[src/rtl/sha256_pkg.sv]
// Shared constants for the SHA-256 message-schedule controller.
package sha256_pkg;

    // Default word width, rounds per block and shift-step timeout.
    localparam int unsigned N_DEF      = 32;
    localparam int unsigned ROUNDS_DEF = 64;
    localparam int unsigned TMO_DEF    = 15;

    // Round index width; a block never exceeds 64 rounds.
    localparam int unsigned RW = 6;

    // Controller states, one-hot encoded.
    localparam int unsigned ST_W = 6;
    localparam logic [ST_W-1:0] ST_IDLE  = 6'b000001;
    localparam logic [ST_W-1:0] ST_LOAD  = 6'b000010;
    localparam logic [ST_W-1:0] ST_EMIT  = 6'b000100;
    localparam logic [ST_W-1:0] ST_SHIFT = 6'b001000;
    localparam logic [ST_W-1:0] ST_DONE  = 6'b010000;
    localparam logic [ST_W-1:0] ST_ERR   = 6'b100000;

endpackage

[src/rtl/round_cnt.sv]
// 6-bit round counter with synchronous clear and count enable.
module round_cnt
    import sha256_pkg::*;
(
    input  logic          clk_i,
    input  logic          rst_i,
    input  logic          clr,
    input  logic          en,
    output logic [RW-1:0] cnt
);

    // Clear wins over enable; the controller never enables past the last round.
    always_ff @(posedge clk_i) begin
        if (rst_i || clr) begin
            cnt <= '0;
        end else if (en) begin
            cnt <= cnt + RW'(1);
        end
    end

endmodule

[src/rtl/msg_sched_ctrl.sv]
// Message-schedule controller: loads the extender window, hands W_t words
// to the compression core and steps the extender between rounds.
module msg_sched_ctrl
    import sha256_pkg::*;
#(
    parameter int unsigned N      = N_DEF,
    parameter int unsigned ROUNDS = ROUNDS_DEF,
    parameter int unsigned TMO    = TMO_DEF
) (
    input  logic          clk_i,
    input  logic          rst_i,
    input  logic          start_i,
    output logic          load_o,
    output logic          ena_shift_o,
    input  logic          fl_end_i,
    input  logic [N-1:0]  w0_i,
    output logic [N-1:0]  wt_o,
    output logic          wt_valid_o,
    input  logic          wt_ready_i,
    output logic [RW-1:0] round_o,
    output logic          busy_o,
    output logic          done_o,
    output logic          err_o
);

    // Timeout counter only has to hold 0..TMO-1.
    localparam int unsigned TW = (TMO < 2) ? 1 : $clog2(TMO);
    localparam logic [TW-1:0] TMO_LAST = TW'(TMO - 1);
    localparam logic [RW-1:0] T_LAST   = RW'(ROUNDS - 1);

    logic [ST_W-1:0] state;
    logic [ST_W-1:0] state_nxt;
    logic [TW-1:0]   tmo_cnt;
    logic [TW-1:0]   tmo_nxt;
    logic [RW-1:0]   t;
    logic            t_clr;
    logic            t_en;

    // Round index t: cleared on load, bumped when a non-final word is accepted.
    round_cnt u_round_cnt (
        .clk_i (clk_i),
        .rst_i (rst_i),
        .clr   (t_clr),
        .en    (t_en),
        .cnt   (t)
    );

    // Next-state, round-counter control and shift-timeout accounting.
    always_comb begin
        state_nxt = state;
        tmo_nxt   = tmo_cnt;
        t_clr     = 1'b0;
        t_en      = 1'b0;
        case (state)
            ST_IDLE: begin
                if (start_i) begin
                    state_nxt = ST_LOAD;
                end
            end
            ST_LOAD: begin
                t_clr     = 1'b1;
                state_nxt = ST_EMIT;
            end
            ST_EMIT: begin
                if (wt_ready_i) begin
                    tmo_nxt = '0;
                    if (t == T_LAST) begin
                        state_nxt = ST_DONE;
                    end else begin
                        t_en      = 1'b1;
                        state_nxt = ST_SHIFT;
                    end
                end
            end
            ST_SHIFT: begin
                // A step finishing on the last allowed cycle still succeeds.
                if (fl_end_i) begin
                    state_nxt = ST_EMIT;
                end else if (tmo_cnt == TMO_LAST) begin
                    state_nxt = ST_ERR;
                end else begin
                    tmo_nxt = tmo_cnt + TW'(1);
                end
            end
            ST_DONE: begin
                state_nxt = ST_IDLE;
            end
            ST_ERR: begin
                state_nxt = ST_ERR;
            end
            default: begin
                state_nxt = ST_IDLE;
            end
        endcase
    end

    // State, timeout counter and control outputs registered from next state.
    always_ff @(posedge clk_i) begin
        if (rst_i) begin
            state       <= ST_IDLE;
            tmo_cnt     <= '0;
            load_o      <= 1'b0;
            ena_shift_o <= 1'b0;
            wt_valid_o  <= 1'b0;
            busy_o      <= 1'b0;
            done_o      <= 1'b0;
            err_o       <= 1'b0;
        end else begin
            state       <= state_nxt;
            tmo_cnt     <= tmo_nxt;
            load_o      <= (state_nxt == ST_LOAD);
            ena_shift_o <= (state_nxt == ST_SHIFT);
            wt_valid_o  <= (state_nxt == ST_EMIT);
            busy_o      <= (state_nxt != ST_IDLE);
            done_o      <= (state_nxt == ST_DONE);
            err_o       <= (state_nxt == ST_ERR);
        end
    end

    // Window head passes straight through while a word is offered, else zero.
    assign wt_o    = wt_valid_o ? w0_i : '0;
    assign round_o = t;

endmodule

[config.mk]
export PLATFORM = sky130hd
export DESIGN_NAME = msg_sched_ctrl
export DESIGN_NICKNAME = d
export VERILOG_FILES = /design/src/rtl/sha256_pkg.sv /design/src/rtl/round_cnt.sv /design/src/rtl/msg_sched_ctrl.sv
export SDC_FILE = /design/constraint.sdc
export NUM_CORES = 1
export LEC_CHECK = 0
export CAP_MARGIN = 20
export CORE_ASPECT_RATIO = 0.6
export CORE_MARGIN = 3
export CORE_UTILIZATION = 36
export DETAILED_ROUTE_END_ITERATION = 10
export PLACE_DENSITY = 0.88
export SLEW_MARGIN = 25
export SYNTH_ARGS = -nofsm -noshare
export SYNTH_HDL_FRONTEND = slang
export SYNTH_SLANG_ARGS = --single-unit
[constraint.sdc]
create_clock -name clk_i -period 2.1 [get_ports clk_i]
set_clock_uncertainty 0.05 [all_clocks]
set_input_delay 0.42 -clock clk_i [delete_from_list [all_inputs] [get_ports clk_i]]
set_output_delay 0.42 -clock clk_i [all_outputs]
set_load 0.1 [all_outputs]
Yosys cells after proc, flatten, opt, wreduce, memory -nomap -nowiden
Index checks and enable logic that the tools add are counted.
W data, S select, Z words.
{ "totals": {"memories": 0, "ramBits": 0, "romBits": 0, "output_inout_bits": 44, "regBits": 22, "latch_bits": 0, "wordCells": 45} }
{ "classes": {"n_reduce_logical": 3, "n_div": 0, "n_eq_ne": 16, "shift": 0, "muxes": 15, "multipliers": 0, "n_lt_le_gt_ge": 0, "bitwise": 0, "addsub": 2} }
{ "op_table": {"columns": ["op", "n"], "rows": [
  ["$mux W32", 1],
  ["$pmux W6 S5", 1],
  ["$mux W6", 4],
  ["$eq A6 B6 Y1 const B", 3],
  ["$eq A6 B2 Y1 const B", 2],
  ["$eq A6 B3 Y1 const B", 2],
  ["$eq A6 B4 Y1 const B", 2],
  ["$mux W4", 3],
  ["$pmux W4 S2", 1],
  ["$add A6 B1 Y6 const B", 1],
  ["$eq A6 B1 Y1 const B", 1],
  ["$eq A6 B5 Y1 const B", 1],
  ["$ne A2 B2 Y1 const B", 3],
  ["$ne A6 B1 Y1 const B", 1],
  ["$mux W5", 1],
  ["$add A4 B1 Y4 const B", 1],
  ["$eq A4 B4 Y1 const B", 1],
  ["$mux W1", 4],
  ["$reduce_and A4 Y1", 1],
  ["$reduce_bool A2 Y1", 1],
  ["$logic_or A1 B1 Y1", 1]
]} }

Longest topological paths before layout
Gate-level depths: netlist of run 1.
{ "depth": {"word_depth": 5, "ltp_mapped": 6} }

Cells and area by module
A second synthesis of run 1 with hierarchy kept.
{ "hier_totals": {"cells_unflattened": 141, "hier_area_um2": 1198.6} }
{ "by_module_without_submodules": {"columns": ["module", "area_each_um2", "cells_each", "n_inst"], "rows": [
  ["msg_sched_ctrl", 949.7, 115, 1],
  ["round_cnt", 249.0, 26, 1]
]} }

Worst setup path after synthesis of run 1
No wires, ideal clock.
{ "synth_path": {"kind": "flip-flop to output port", "start": "register wt_valid_o", "end": "output port wt_o[10]", "slack_ps": -386, "t_arrival_ps": 2016, "path_stages_with_launch": 3, "t_required_ps": 1630, "path_cell_list": "dfxtp_1 clkbuf_1 and2_1"} }
{ "synth_between": {"elab_chain_cells": 1} }
{ "synth_lines": {"columns": ["element", "line", "rtl"], "rows": [
  ["from (decl)", "msg_sched_ctrl.sv:18", "output logic wt_valid_o,"],
  ["from (signal assigned)", "msg_sched_ctrl.sv:113", "wt_valid_o <= (state_nxt == ST_EMIT);"],
  ["$mux W32", "msg_sched_ctrl.sv:121", "assign wt_o = wt_valid_o ? w0_i : '0;"],
  ["to (decl)", "msg_sched_ctrl.sv:17", "output logic [N-1:0] wt_o,"]
]} }
Every way passes these cells.

Worst setup path in the final report of run 1
{ "layout_path": {"start": "register wt_valid_o", "end": "output port wt_o[15]"} }
The elaborated chain is that of the path after synthesis.

==> impl_metrics.toml, run 1 <==
[cts]
clock-sinks = 22
cts_setup_buffers = 0
htreeDepth = 1
clk_latency_ns = 0.26
cts_tree = "yes"
clk_pin_slew_ns = 0.07
clockBufferDepth = 2
clockRootBuffer = "clkbuf_8"
holdBufCountCts = 0
cts_made_buffers = 3
post_cts_resized = 0

[timing]
max_freq_mhz = 553.9
hold_ws_ns = 0.4637
period_needed_ns = 1.805
slew_headroom = 0.6956
fin_ws_ns = 0.2945
tightestPinTransition_ns = 0.4567
fin_crit_sh = 0.8597
rsz0062_at_grt = "no"
hold_viol_final = 0
setup_tns_ns = 0
maxSlewViolCount = 0
finalSetupViolations = 0

[worst_setup_path]
critPathMaxFanout = 33
cp_data_required_time_ns = 1.63
cp_slowest_cell = "dfxtp_2"
endpoint_kind = "output pin"
worstPathCellList = "and2_2, buf_12"
crit_type = "flip-flop to output pin"
rr_worst_depth = 4
crit_path_start_kind = "flip-flop"
cp.arrival_ns = 1.34
cp_slowest_stage_delay_ns = 0.62

[placement]
place_area_um2 = 2427
detailedPlace.worstSlack_ns = 0.08212
gp_congestion = 0.8817
hpwl_mm = 4.179
numPortBuffers = 80

[power]
switching_share = 0.2699
power_frac_seq = 0.487
combPwrFrac = 0.227
p_leak_nw = 0.9683
clockPowerShare = 0.286
switchingPower_mw = 0.2405
max-vdd-ir-drop_v = 0.0004262
power_mw = 0.8911
power_density_nw_per_um2 = 361.0
intPower_mw = 0.6506

[drt]
vias = 1439
vias_per_cell = 5.390
drtIter0Drc = 64
first_pass_iters = 4
wirelength_mm = 5.054
drc = 0
ant_nets = 0
wire_per_inst_um = 18.93

[synth]
async_flop_share = 0
synth_commonest_cells = "and2_1 (32), dfxtp_1 (22), a21oi_1 (9), nor2_1 (9), nand3_1 (8)"
synth_fp_nets = 186
yosys_register_bits = 22
ys.flop_type = "dfxtp_1"
ys_seq_area_frac = 0.3552
synth_top_area_cell = "dfxtp_1"
netlist_area_um2 = 1240
synth_warnings = 0
synthTopCellsByArea = "dfxtp_1 (36%), and2_1 (16%), a21oi_1 (3.6%)"
syn_avg_cell_area_um2 = 8.493
synth_top_area_frac = 0.3552
synth_edf_count = 0
yosysMostFrequentCell = "and2_1"
syn_inst = 146
synthDistinctLibCells = 43

[floorplanning]
die_area_um2 = 4208
core_area_um2 = 3078
die_x_um = 81.77
ios = 81
start_util = 0.4028
rows = 15
die_h_um = 51.46

[layout]
fillers = 198
fin_nets = 267
post_route_cells_drive_above_1_share = 0.4044
multiInputGateArea_um2 = 789.5
n_antenna_cell = 0
seq_area_um2 = 444.2
fin_area_um2 = 2469
area_delta_synth_final_pct = 99.09

[status]
status = "complete, no violations"

[global_route]
grt_overflow = 0
grt_pass1_wl_mm = 7.320
track_usage = 0.2379
grt_max_degree = 34
grt_pass1_vias = 1295
antenna_found_initial = 0

[hold_path]
hp-class = "flip-flop to flip-flop"
hold_path_depth = 2

[job]
max_cap_violations = 0
## critical path: cells and delay by family (launching register included)
kind,cells,cell delay (ns)
buf+inv,1,0.18
flops,1,0.62
simple gates,1,0.28
## power by group through the flow
stage	registers, mW	clock network, mW	logic, mW
after CTS	0.433	0.259	0.203
after global routing	0.435	0.277	0.212
after detailed placement	0.443	0	0.201
after global placement	0.442	0	0.195
final	0.434	0.255	0.202
after floorplan	0.462	0	0.0726
## cell type report
cell class | count | area share
Sequential cell | 22 | 0.1799
Tap cell | 42 | 0.02129
Inverter | 4 | 0.006082
Multi-Input combinational cell | 113 | 0.3198
Timing Repair Buffer | 83 | 0.4562
Clock buffer | 3 | 0.01673
## path summary, 6_finish.rpt
check                                     endpoint  slack (ns)                from
worst min register to register  u_round_cnt.cnt[1]        0.46  u_round_cnt.cnt[1]
worst min-delay path            u_round_cnt.cnt[1]        0.46  u_round_cnt.cnt[1]
worst max-delay path                      wt_o[15]        0.29          wt_valid_o
worst max register to register  u_round_cnt.cnt[3]        0.30            state[5]
## placed cells by master (no fill, tap or decap), types with 2 or more instances in the layout
master / synthesis / final
a21oi_1: 9 / 9
a32oi_1: 2 / 2
and2_2: 0 / 31
and4_1: 2 / 2
buf_12: 0 / 33
buf_4: 0 / 14
clkbuf_8: 0 / 3
clkdlybuf4s50_1: 0 / 36
dfxtp_1: 22 / 19
dfxtp_2: 0 / 3
ha_1: 3 / 3
inv_1: 4 / 4
nand2_1: 7 / 7
nand3_1: 8 / 8
nand4_1: 2 / 2
nor2_1: 9 / 9
nor3_1: 3 / 3
nor4_1: 2 / 2
o21ai_0: 2 / 2
o311ai_0: 2 / 2
o31ai_1: 2 / 2
o41ai_1: 2 / 2
or3_1: 2 / 2
or4_1: 2 / 2
xor2_1: 2 / 2
## cells by family after synthesis
| kind of cell | after synthesis | synth area share |
|---|---|---|
| buf+inv | 11 | 0.03935 |
| fa+ha+maj | 3 | 0.03028 |
| flops | 22 | 0.3552 |
| xor+xnor | 2 | 0.01413 |
| compound gates | 27 | 0.1514 |
| mux | 1 | 0.008073 |
| simple gates | 80 | 0.4016 |
## routing by layer
layer / part of all wire / global-route usage
met5: 0 / 0
met3: 0.11 / 0.07394
met4: 0.014 / 0.05525
met1: 0.43 / 0.3319
met2: 0.44 / 0.3552
## stage by stage
step                std cells  utilization
floorplan                 146            -
global placement          264       0.7886
detailed placement        264       0.7886
CTS                       267       0.8020
global route              267       0.8020
finish                    267       0.8020
## registers in the layout (all words and copies together), names as in the netlist
| signal | flops |
|---|---|
| done_o | 1 |
| wt_valid_o | 1 |
| busy_o | 1 |
| load_o | 1 |
| ena_shift_o | 1 |
| u_round_cnt.cnt | 6 |
| err_o | 1 |
| tmo_cnt | 4 |
| state | 6 |
Power figures use the tool's default switching activity.
==> run 2, diff against run 1 <==
--- a/config.mk
+++ b/config.mk
@@ -6,7 +6,7 @@
 export NUM_CORES = 1
 export LEC_CHECK = 0
 export CAP_MARGIN = 20
-export CORE_ASPECT_RATIO = 0.6
+export CORE_ASPECT_RATIO = 0.7
 export CORE_MARGIN = 3
 export CORE_UTILIZATION = 36
 export DETAILED_ROUTE_END_ITERATION = 10
==> impl_metrics.toml, run 2 (synthesized netlist as in run 1, its figures left out) <==
[placement]
detailedPlace.worstSlack_ns = 0.1124
numPortBuffers = 80
hpwl_mm = 3.756
gp_congestion = 0.8894

[drt]
wire_per_inst_um = 17.08
drc = 0
ant_nets = 0
vias_per_cell = 5.167
first_pass_iters = 4
wirelength_mm = 4.696
drtIter0Drc = 54
vias = 1421

[cts]
post_cts_resized = 0
clk_pin_slew_ns = 0.08
cts_made_buffers = 3
holdBufCountCts = 0
cts_setup_buffers = 0
clk_latency_ns = 0.26
htreeDepth = 1
clock-sinks = 22
clockBufferDepth = 2
cts_tree = "yes"
clockRootBuffer = "clkbuf_8"

[floorplanning]
die_x_um = 76.15
start_util = 0.3835
ios = 81
core_area_um2 = 3233
die_h_um = 55.10
rows = 17
die_area_um2 = 4196

[hold_path]
min-delay-start = "u_round_cnt.cnt[0]"
hp-class = "flip-flop to flip-flop"

[global_route]
antenna_found_initial = 0
track_usage = 0.2210
grt_pass1_vias = 1330
grt_overflow = 0
grt_max_degree = 34
grt_pass1_wl_mm = 7.079

[power]
p_leak_nw = 0.9918
power_density_nw_per_um2 = 410.4
max-vdd-ir-drop_v = 0.0004474
power_mw = 1.034

[timing]
finalSetupViolations = 0
fin_crit_sh = 0.8643
rsz0062_at_grt = "no"
slew_headroom = 0.6949
fin_ws_ns = 0.2850
tightestPinTransition_ns = 0.4577
period_needed_ns = 1.815
maxSlewViolCount = 0
setup_tns_ns = 0
max_freq_mhz = 551.0
hold_viol_final = 0

[worst_setup_path]
cp_slowest_stage_delay_ns = 0.63
cp_slowest_cell = "dfxtp_2"
crit_family = "flip-flops"
path_buf_inv = 1
worstPathCellList = "and2_2, buf_12"
timing.rr.start = "state[5]"
crit_path_start_kind = "flip-flop"
endpoint_kind = "output pin"
cp_data_required_time_ns = 1.63
critPathLaunch = "wt_valid_o"
critPathMaxFanout = 33
crit_type = "flip-flop to output pin"
cp.arrival_ns = 1.34

[layout]
post_route_cells_drive_above_1_share = 0.4123
final_cell_mix = "clkdlybuf4s50_1 (36), buf_12 (33), and2_2 (31)"
largest_registers = "state x6, u_round_cnt.cnt x6, tmo_cnt x4"
fin_nets = 269
final_common_cell = "clkdlybuf4s50_1"
area_delta_synth_final_pct = 103.2
n_antenna_cell = 0

[status]
status = "complete, no violations"

[job]
max_cap_violations = 0
[run 2: cell types whose count changed in the layout (fill, tap and decap cells not counted), sizes merged]
cell / change
buf: +2
bufinv: +1
[run 2: final cells by class]
cell class              count  area [um2]
multi-input cells         113       789.5
flip-flops and latches     22       444.2
fillers                   200       713.2
inverters                   4       15.01
clock inverters             1       30.03
well taps                  47       58.81
repair buffers             85        1141
clock buffers               3       41.29
[run 2: through the flow]
stage          cell area, um2  hold slack [ns]    util  cells
3_3_place_gp             2449           0.4422  0.7574    271
5_1_grt                  2520           0.5158  0.7794    275
4_1_cts                  2520           0.4625  0.7794    275
2_1_floorplan            1282           0.4506       -    146
6_report                 2520           0.4661  0.7794    275
3_5_place_dp             2449           0.4492  0.7574    271
[run 2: path summary, 6_finish.rpt]
check                           depth (start not counted)  slack, ns                 end
worst min-delay path                                    2       0.47  u_round_cnt.cnt[0]
worst min register to register                          2       0.47  u_round_cnt.cnt[0]
worst max-delay path                                    2       0.29            wt_o[10]
worst max register to register                          4       0.45          wt_valid_o
[run 2: worst register-to-register path, stage by stage (launching register included)]
cell and delay [ns]:
dfxtp_1 0.42, or4_4 0.57, nor3_2 0.25, a2bb2oi_1 0.14
a21oi_1 0.15
[run 2: where the power goes]
group          switching (mW)  internal, mW  leakage [nW]
combinational           0.104         0.102         0.777
sequential             0.0102         0.423         0.180
clock                   0.141         0.255        0.0357
total                   0.255         0.779         0.992
[run 2: routing by layer]
metal | GRT usage | wire [um] | part of all wire
met1 | 0.2863 | 2108 | 0.45
met2 | 0.3662 | 2147 | 0.46
met3 | 0.05502 | 344 | 0.073
met4 | 0.08434 | 96 | 0.020
met5 | 0 | 0 | 0
==> run 3, diff against run 2 <==
--- a/config.mk
+++ b/config.mk
@@ -10,6 +10,7 @@
 export CORE_MARGIN = 3
 export CORE_UTILIZATION = 36
 export DETAILED_ROUTE_END_ITERATION = 10
+export GPL_TIMING_DRIVEN = 0
 export PLACE_DENSITY = 0.88
 export SLEW_MARGIN = 25
 export SYNTH_ARGS = -nofsm -noshare
==> impl_metrics.toml, run 3 (synthesized netlist as in run 1, its figures left out) <==
[layout]
final_common_cell = "clkdlybuf4s50_1"
n_antenna_cell = 0
fillers = 293
post_route_cells_drive_above_1_share = 0.3406
final_cell_mix = "clkdlybuf4s50_1 (35), and2_2 (31), buf_2 (30)"
area_delta_synth_final_pct = 64.58
largest_registers = "state x6, u_round_cnt.cnt x6, tmo_cnt x4"
fin_nets = 270
fin_area_um2 = 2041
fin_util = 0.6312

[hold_path]
hold_end = "u_round_cnt.cnt[0]"
min-delay-start = "u_round_cnt.cnt[0]"
hold_path_depth = 2
hp-class = "flip-flop to flip-flop"

[drt]
ant_nets = 0
drtIter0Drc = 43
drc = 0
vias = 1408
wirelength_mm = 4.073
vias_per_cell = 5.101
first_pass_iters = 4
wire_per_inst_um = 14.76

[power]
p_leak_nw = 0.9212
power_density_nw_per_um2 = 488.1
max-vdd-ir-drop_v = 0.0004085

[global_route]
antenna_found_initial = 0
grt_pass1_wl_mm = 6.113
grt_max_degree = 14
track_usage = 0.1863
grtUsageMet1 = 0.2481
grt_pass1_vias = 1181
use_met3 = 0.04045
grt_overflow = 0
grt.busiest_layer = "met2"
met2_usage = 0.3191

[timing]
fin_crit_sh = 0.9743
period_needed_ns = 2.046
max_freq_mhz = 488.7
maxSlewViolCount = 0
hold_ws_ns = 0.4684
finalSetupViolations = 0
slew_headroom = 0.3530
tightestPinTransition_ns = 0.9743
rsz0062_at_grt = "no"
hold_viol_final = 0

[worst_setup_path]
cp_data_required_time_ns = 1.63
crit_type = "primary input to output pin"
cp.arrival_ns = 1.58
worstReg2RegEnd = "u_round_cnt.cnt[3]"
crit_path_start_kind = "primary input"
setup.reg_to_reg.worst_slack_ns = 0.38
rr_worst_depth = 6
endpoint_kind = "output pin"
timing.rr.start = "state[5]"
critPathMaxFanout = 1

[placement]
place_area_um2 = 2132
gp_congestion = 0.7992
hpwl_mm = 3.198
numPortBuffers = 79

[cts]
post_cts_resized = 168
cts_made_buffers = 3
clk_pin_slew_ns = 0.07
cts_tree = "yes"
clockRootBuffer = "clkbuf_8"
clockBufferDepth = 2
cts_setup_buffers = 0
clock-sinks = 22
holdBufCountCts = 0
htreeDepth = 1
clk_latency_ns = 0.26

[floorplanning]
rows = 17
die_x_um = 76.15
start_util = 0.3835
core_area_um2 = 3233
ios = 81
die_area_um2 = 4196
die_h_um = 55.10

[job]
max_cap_violations = 0

[status]
status = "complete, no violations"
run 3: changes by cell type in the layout (fill, tap and decap cells not counted):
cell             delta
buf_1               +1
buf_12             -33
buf_2              +30
buf_4              -16
buf_6               +1
clkbuf_1            +5
clkdlybuf4s15_2     +2
clkdlybuf4s50_1     -1
dlygate4sd2_1      +12
run 3: worst max-delay path: stages:
cell	delay, ns
clkdlybuf4s50_1	0.47
and2_1	0.13
clkdlybuf4s15_2	0.55
run 3: final cells by class:
class                      instances  area, um2  area share
clock buffer                       3      41.29     0.02023
clock inverter                     1      30.03     0.01471
sequential                        22      444.2      0.2177
tap                               47      58.81     0.02882
inverter                           4      15.01    0.007357
timing repair buffer              79      628.1      0.3078
buffer                             7      33.78     0.01655
multi-input combinational        113      789.5      0.3869
run 3: metal layers:
layer  routed length, um  up-vias
li1                    -      694
met1                1808      649
met2                1919       61
met3                 303        4
met4                  42        0
met5                   0        -
run 3: worst max-delay path by stage:
stage | startpoint | endpoint | slack [ns] | depth (start not counted)
2_1_floorplan | wt_valid_o | wt_o[31] | 0.12 | 1
3_3_place_gp | w0_i[31] | wt_o[31] | -0.53 | 3
3_5_place_dp | w0_i[5] | wt_o[5] | -0.55 | 3
4_1_cts | w0_i[31] | wt_o[31] | 0.05 | 3
5_1_grt | wt_valid_o | wt_o[5] | 0.01 | 3
6_report | w0_i[31] | wt_o[31] | 0.05 | 3
run 3: where the power goes:
| part | switching [mW] | leakage [nW] | internal [mW] |
|---|---|---|---|
| Clock | 0.134 | 0.0357 | 0.254 |
| Sequential | 0.00817 | 0.180 | 0.423 |
| Combinational | 0.0977 | 0.706 | 0.0792 |
run 3: stage by stage:
step	TNS, ns	worst slack [ns]	total power [mW]	std cells
after floorplan	0	0.1227	0.5346	146
after global placement	-15.84	-0.5267	0.6222	272
after detailed placement	-16.15	-0.5468	0.6248	272
after CTS	0	0.04703	1.006	276
after global routing	0	0.01018	1.026	276
final	0	0.05396	0.9961	276
